===== src/rtl/asansor_pkg.sv =====
// Shared types and constants for the 4-floor elevator car controller.
package asansor_pkg;

    localparam int unsigned KAT_W      = 2;
    localparam int unsigned KAT_SAYISI = 4;

    typedef enum logic [1:0] {
        BEKLE,
        HAREKET,
        KAPI
    } durum_t;

    // Timer width covering both travel and door phases, at least 1 bit.
    function automatic int unsigned sayac_genislik(input int unsigned a, input int unsigned b);
        int unsigned m;
        m = (a > b) ? a : b;
        return ($clog2(m) < 1) ? 1 : $clog2(m);
    endfunction

endpackage


===== src/rtl/asansor_kontrol_sure_sayaci.sv =====
// Phase timer: up-counter with clear, enable and terminal-count compare.
// Wraps to zero on the enabled edge where it reaches the terminal count.
module sure_sayaci #(
    parameter int unsigned W = 3
) (
    input  logic         clk,
    input  logic         rst,
    input  logic         temizle,
    input  logic         say,
    input  logic [W-1:0] son,
    output logic [W-1:0] deger,
    output logic         bitti
);

    assign bitti = (deger == son);

    // Count up while enabled, restart at terminal count or on clear/reset.
    always_ff @(posedge clk) begin
        if (rst || temizle) begin
            deger <= '0;
        end else if (say) begin
            deger <= bitti ? '0 : deger + W'(1);
        end
    end

endmodule


===== src/rtl/asansor_kontrol.sv =====
// Elevator car controller: accepts a target floor, steps the car one floor
// per travel period, dwells with the door open, then returns to idle.
module asansor_kontrol #(
    parameter int unsigned KAT_SURESI  = 8,
    parameter int unsigned KAPI_SURESI = 4
) (
    input  logic       clk,
    input  logic       rst,
    input  logic [1:0] hedef_kat,
    input  logic       hedef_gecerli,
    output logic       hedef_hazir,
    output logic [1:0] bulundugu_kat,
    output logic       yukari,
    output logic       asagi,
    output logic       kapi_acik,
    output logic       vardi
);

    import asansor_pkg::*;

    localparam int unsigned SW = sayac_genislik(KAT_SURESI, KAPI_SURESI);

    durum_t           durum;
    logic [KAT_W-1:0] hedef;
    logic [KAT_W-1:0] kat;
    logic [KAT_W-1:0] sonraki_kat;
    logic [SW-1:0]    sure;
    logic [SW-1:0]    son;
    logic             sure_bitti;
    logic             sayac_temizle;
    logic             sayac_say;

    // One timer serves both phases; the terminal count follows the state.
    always_comb begin
        sayac_temizle = (durum == BEKLE);
        sayac_say     = (durum != BEKLE);
        son           = (durum == KAPI) ? SW'(KAPI_SURESI - 1) : SW'(KAT_SURESI - 1);
    end

    // Next floor in the direction of the target; never wraps since the
    // direction decode only steps toward a distinct in-range target.
    always_comb begin
        sonraki_kat = (hedef > kat) ? kat + KAT_W'(1) : kat - KAT_W'(1);
    end

    sure_sayaci #(
        .W(SW)
    ) u_sure (
        .clk     (clk),
        .rst     (rst),
        .temizle (sayac_temizle),
        .say     (sayac_say),
        .son     (son),
        .deger   (sure),
        .bitti   (sure_bitti)
    );

    // Car FSM with target and floor registers.
    always_ff @(posedge clk) begin
        if (rst) begin
            durum <= BEKLE;
            kat   <= '0;
            hedef <= '0;
        end else begin
            case (durum)
                BEKLE: begin
                    if (hedef_gecerli) begin
                        hedef <= hedef_kat;
                        durum <= (hedef_kat != kat) ? HAREKET : KAPI;
                    end
                end
                HAREKET: begin
                    if (sure_bitti) begin
                        kat <= sonraki_kat;
                        if (sonraki_kat == hedef) begin
                            durum <= KAPI;
                        end
                    end
                end
                KAPI: begin
                    if (sure_bitti) begin
                        durum <= BEKLE;
                    end
                end
                default: durum <= BEKLE;
            endcase
        end
    end

    // Output decode from registered state only.
    always_comb begin
        hedef_hazir   = (durum == BEKLE);
        bulundugu_kat = kat;
        yukari        = (durum == HAREKET) && (hedef > kat);
        asagi         = (durum == HAREKET) && (hedef < kat);
        kapi_acik     = (durum == KAPI);
        vardi         = (durum == KAPI) && (sure == '0);
    end

endmodule


===== config.mk =====
export PLATFORM = sky130hd
export DESIGN_NAME = asansor_kontrol
export DESIGN_NICKNAME = d
export VERILOG_FILES = /design/src/rtl/asansor_pkg.sv /design/src/rtl/asansor_kontrol_sure_sayaci.sv /design/src/rtl/asansor_kontrol.sv
export SDC_FILE = /design/constraint.sdc
export NUM_CORES = 1
export LEC_CHECK = 0
export CAP_MARGIN = 0
export CORE_AREA = 4 4 41 43
export DETAILED_ROUTE_END_ITERATION = 8
export DIE_AREA = 0 0 45 47
export GPL_ROUTABILITY_DRIVEN = 1
export HOLD_SLACK_MARGIN = 0.12
export PLACE_DENSITY = 0.69
export SETUP_SLACK_MARGIN = 0.4
export SYNTH_ARGS = -nofsm -noshare
export SYNTH_HDL_FRONTEND = slang
export SYNTH_SLANG_ARGS = --single-unit

===== constraint.sdc =====
create_clock -name clk -period 1.6 [get_ports clk]
set_input_delay 0.16 -clock clk [delete_from_list [all_inputs] [get_ports clk]]
set_output_delay 0.16 -clock clk [all_outputs]
set_load 0.02 [all_outputs]

==> results.py <==
metrics = {
    "worst_hold_path": {
        "min_to": "hedef[0]",
        "worstHoldStart": "hedef[0]",
        "min_path_type": "flip-flop to flip-flop",
        "hold_depth": 2,
    },
    "timing": {
        "post-route-period-util": 1.04,
        "fin_setup_tns_ns": -0.146,
        "rsz0062_at_grt": "yes",
        "setup_viol": 3,
        "hold_viol_final": 0,
        "fmax_mhz": 603,
        "finClkSkew_ns": 0.000161,
        "fin_ws_ns": -0.0579,
        "slew_headroom": 0.801,
        "maxSlewViolCount": 0,
        "tightest_slew_ns": 0.297,
        "period_minus_slack_ns": 1.66,
    },
    "grt": {
        "grt_max_degree": 10,
        "grt_usage": 0.151,
        "grt_pass1_wl_mm": 2.24,
        "antenna_found_initial": 0,
        "gr-total-overflow": 0,
        "grt_pass1_vias": 544,
    },
    "setup_path": {
        "critPathKind": "flip-flop to flip-flop",
        "worstSetupStartpoint": "bulundugu_kat[1]",
        "slowest_delay_ns": 0.36,
        "critical-path-top-delay-family": "simple AND/OR/NAND/NOR gates",
        "path_cells": "inv_4 > ha_4 > nor2b_4 > o21ai_4 > buf_6 > xnor2_4 > nor4b_4 > o32ai_1",
        "arrival_ns": 1.80,
        "endpoint_kind": "flip-flop",
        "r2r-start": "bulundugu_kat[1]",
        "r2r_cells": 8,
        "ff2ff_setup_slack_ns": -0.06,
        "cp_data_required_time_ns": 1.74,
        "worst_setup_path_start_kind": "flip-flop",
        "critPathBufInv": 2,
        "worst-path-max-fanout": 2,
        "crit_slowest_cell": "dfxtp_4",
        "reg2reg_to": "durum[0]",
    },
    "place": {
        "dp_slack_ns": -0.107,
        "place_area_sq_um": 777,
        "place_congestion": 0.822,
        "hpwl_mm": 1.02,
        "portBuffers": 11,
    },
    "floorplan": {
        "placementRows": 13,
        "dieWidth_um": 45,
        "initial_core_util": 0.417,
        "die_area_sq_um": 2120,
        "io_pins": 12,
        "fp.dieH_um": 47,
        "core-area_sq_um": 1300,
    },
    "detailed_routing": {
        "final_antenna_net_count": 0,
        "route.detailed.drc": 0,
        "dr.pass1.iters": 4,
        "wirelength_mm": 1.34,
        "drt_iter0_markers": 10,
        "viasPerCell": 5.17,
        "wl_per_cell_um": 12.8,
        "vias": 543,
    },
    "logic_synthesis": {
        "async_reset_ff_frac": 0,
        "syn_nets": 74,
        "synth_ff_type": "dfxtp_1",
        "ys_types": 25,
        "synthCells": 65,
        "synth-seq-cells": 9,
        "avgSynthCellArea_sq_um": 8.35,
        "synth-edff-count": 0,
        "ys_warn_count": 0,
        "syn_area_sq_um": 543,
        "ys_seq_area_frac": 0.332,
    },
    "clock_network": {
        "holdBufCountCts": 0,
        "insertion_delay_ns": 0.26,
        "cts_htree_levels": 1,
        "clk_pin_slew_ns": 0.06,
        "cts_buffers": 3,
        "cts_tree": "built",
        "clock_sinks": 9,
        "cts_buffer_depth": 2,
        "root_buffer": "clkbuf_4",
    },
    "finish": {
        "nFillCells": 116,
        "final_util": 0.649,
        "drive_gt1_frac": 0.411,
        "finalNetCount": 100,
        "stdcell_area_sq_um": 845,
        "antennaDiodeCount": 0,
        "area_growth_pct": 55.5,
    },
    "outcome": {
        "violations": "negative setup slack",
        "status": "complete, but fails checks",
    },
    "power_and_ir_drop": {
        "ir_drop_mv": 0.547,
        "cellLeakagePower_nw": 0.359,
        "powerDensity_nw_per_um2": 725,
        "total_power_w": 0.000613,
    },
    "job": {
        "drv_cap": 0,
    },
}
-- power by group --
group | internal [W] | switching (W)
Sequential | 0.000235 | 0.00000807
Combinational | 0.0000950 | 0.0000953
Clock | 0.0000964 | 0.0000832
-- layout by cell type, fill, tap and decap left out, types with 2 or more instances in the layout --
cell type        synthesis  final
dfxtp_1                  9      6
xor2_1                   3      3
dfxtp_2                  0      2
inv_1                    6      5
nand2_1                  5      5
nand3_1                  2      2
xnor2_1                  5      3
buf_4                    0     15
nor2_1                   7      5
clkdlybuf4s50_1          0      4
a31oi_1                  2      2
nor3_1                   3      2
clkbuf_4                 0      3
ha_1                     4      2
a21oi_1                  4      3
buf_2                    0      3
-- logic make-up (layout without fill, tap and decap cells) --
logic type,count (synthesis),after routing,synth area share
xor gates and xnor gates,8,8,0.129
DFF,9,9,0.332
adders and majority gates,4,4,0.0922
buffers and inverters,8,33,0.0553
and+or+nand+nor,24,24,0.230
AOI/OAI and AO/OA,12,12,0.161
-- worst max-delay path by stage --
stage,slack (ns),cells past startpoint,endpoint
after floorplan,0.08,7,bulundugu_kat[1]
after global placement,-0.08,6,yukari
after detailed placement,-0.11,6,yukari
after CTS,-0.06,8,durum[1]
after global routing,-0.13,8,durum[1]
final,-0.06,8,durum[0]
-- repair_timing --
action	in CTS	in global routing
setup endpoints to repair	10	10
setup buffers	2	0
pin swaps	0	5
resized for setup	33	9
gates cloned	0	0
-- per-stage QoR --
stage,hold slack [ns],std cells
5_1_grt,0.494,105
3_3_place_gp,0.445,99
2_1_floorplan,0.307,65
3_5_place_dp,0.450,99
6_report,0.457,105
4_1_cts,0.458,105
-- flip-flops by register name, indices dropped and copies added, names as in the netlist --
| name | cells |
|---|---|
| durum | 2 |
| bulundugu_kat | 2 |
| hedef | 2 |
| u_sure.deger | 3 |
-- worst min-delay path: stages (launching register included) --
cell     delay [ns]
dfxtp_1        0.31
nand2_1        0.05
a21oi_1        0.05
-- cells in the mapped netlist (all sizes together), types with 2 or more instances --
cell / count / share of area
clkbuf: 2 / 0.014
dfxtp: 9 / 0.33
xor2: 3 / 0.048
nor2: 7 / 0.048
inv: 6 / 0.041
o21ai: 2 / 0.039
a31oi: 2 / 0.023
nand2: 5 / 0.035
nor3: 3 / 0.028
xnor2: 5 / 0.081
a21oi: 4 / 0.037
ha: 4 / 0.092
nand3: 2 / 0.018
-- cell type report --
cell class,instances,area (sq um),share of cell area
timing repair buffer,23,179,0.212
inverter,6,25.0,0.0296
tap,15,18.8,0.0222
clock buffer,4,26.3,0.0311
multi-input combinational,48,409,0.484
sequential,9,186,0.221
-- per-layer routing --
layer | global-route usage | vias up | wire length, um
met5 | 0 | - | 0
li1 | - | 274 | -
met1 | 0.156 | 257 | 567
met2 | 0.277 | 10 | 683
met3 | 0.0345 | 2 | 62
met4 | 0.0877 | 0 | 27
No activity file was read; power rests on OpenSTA's default activity.
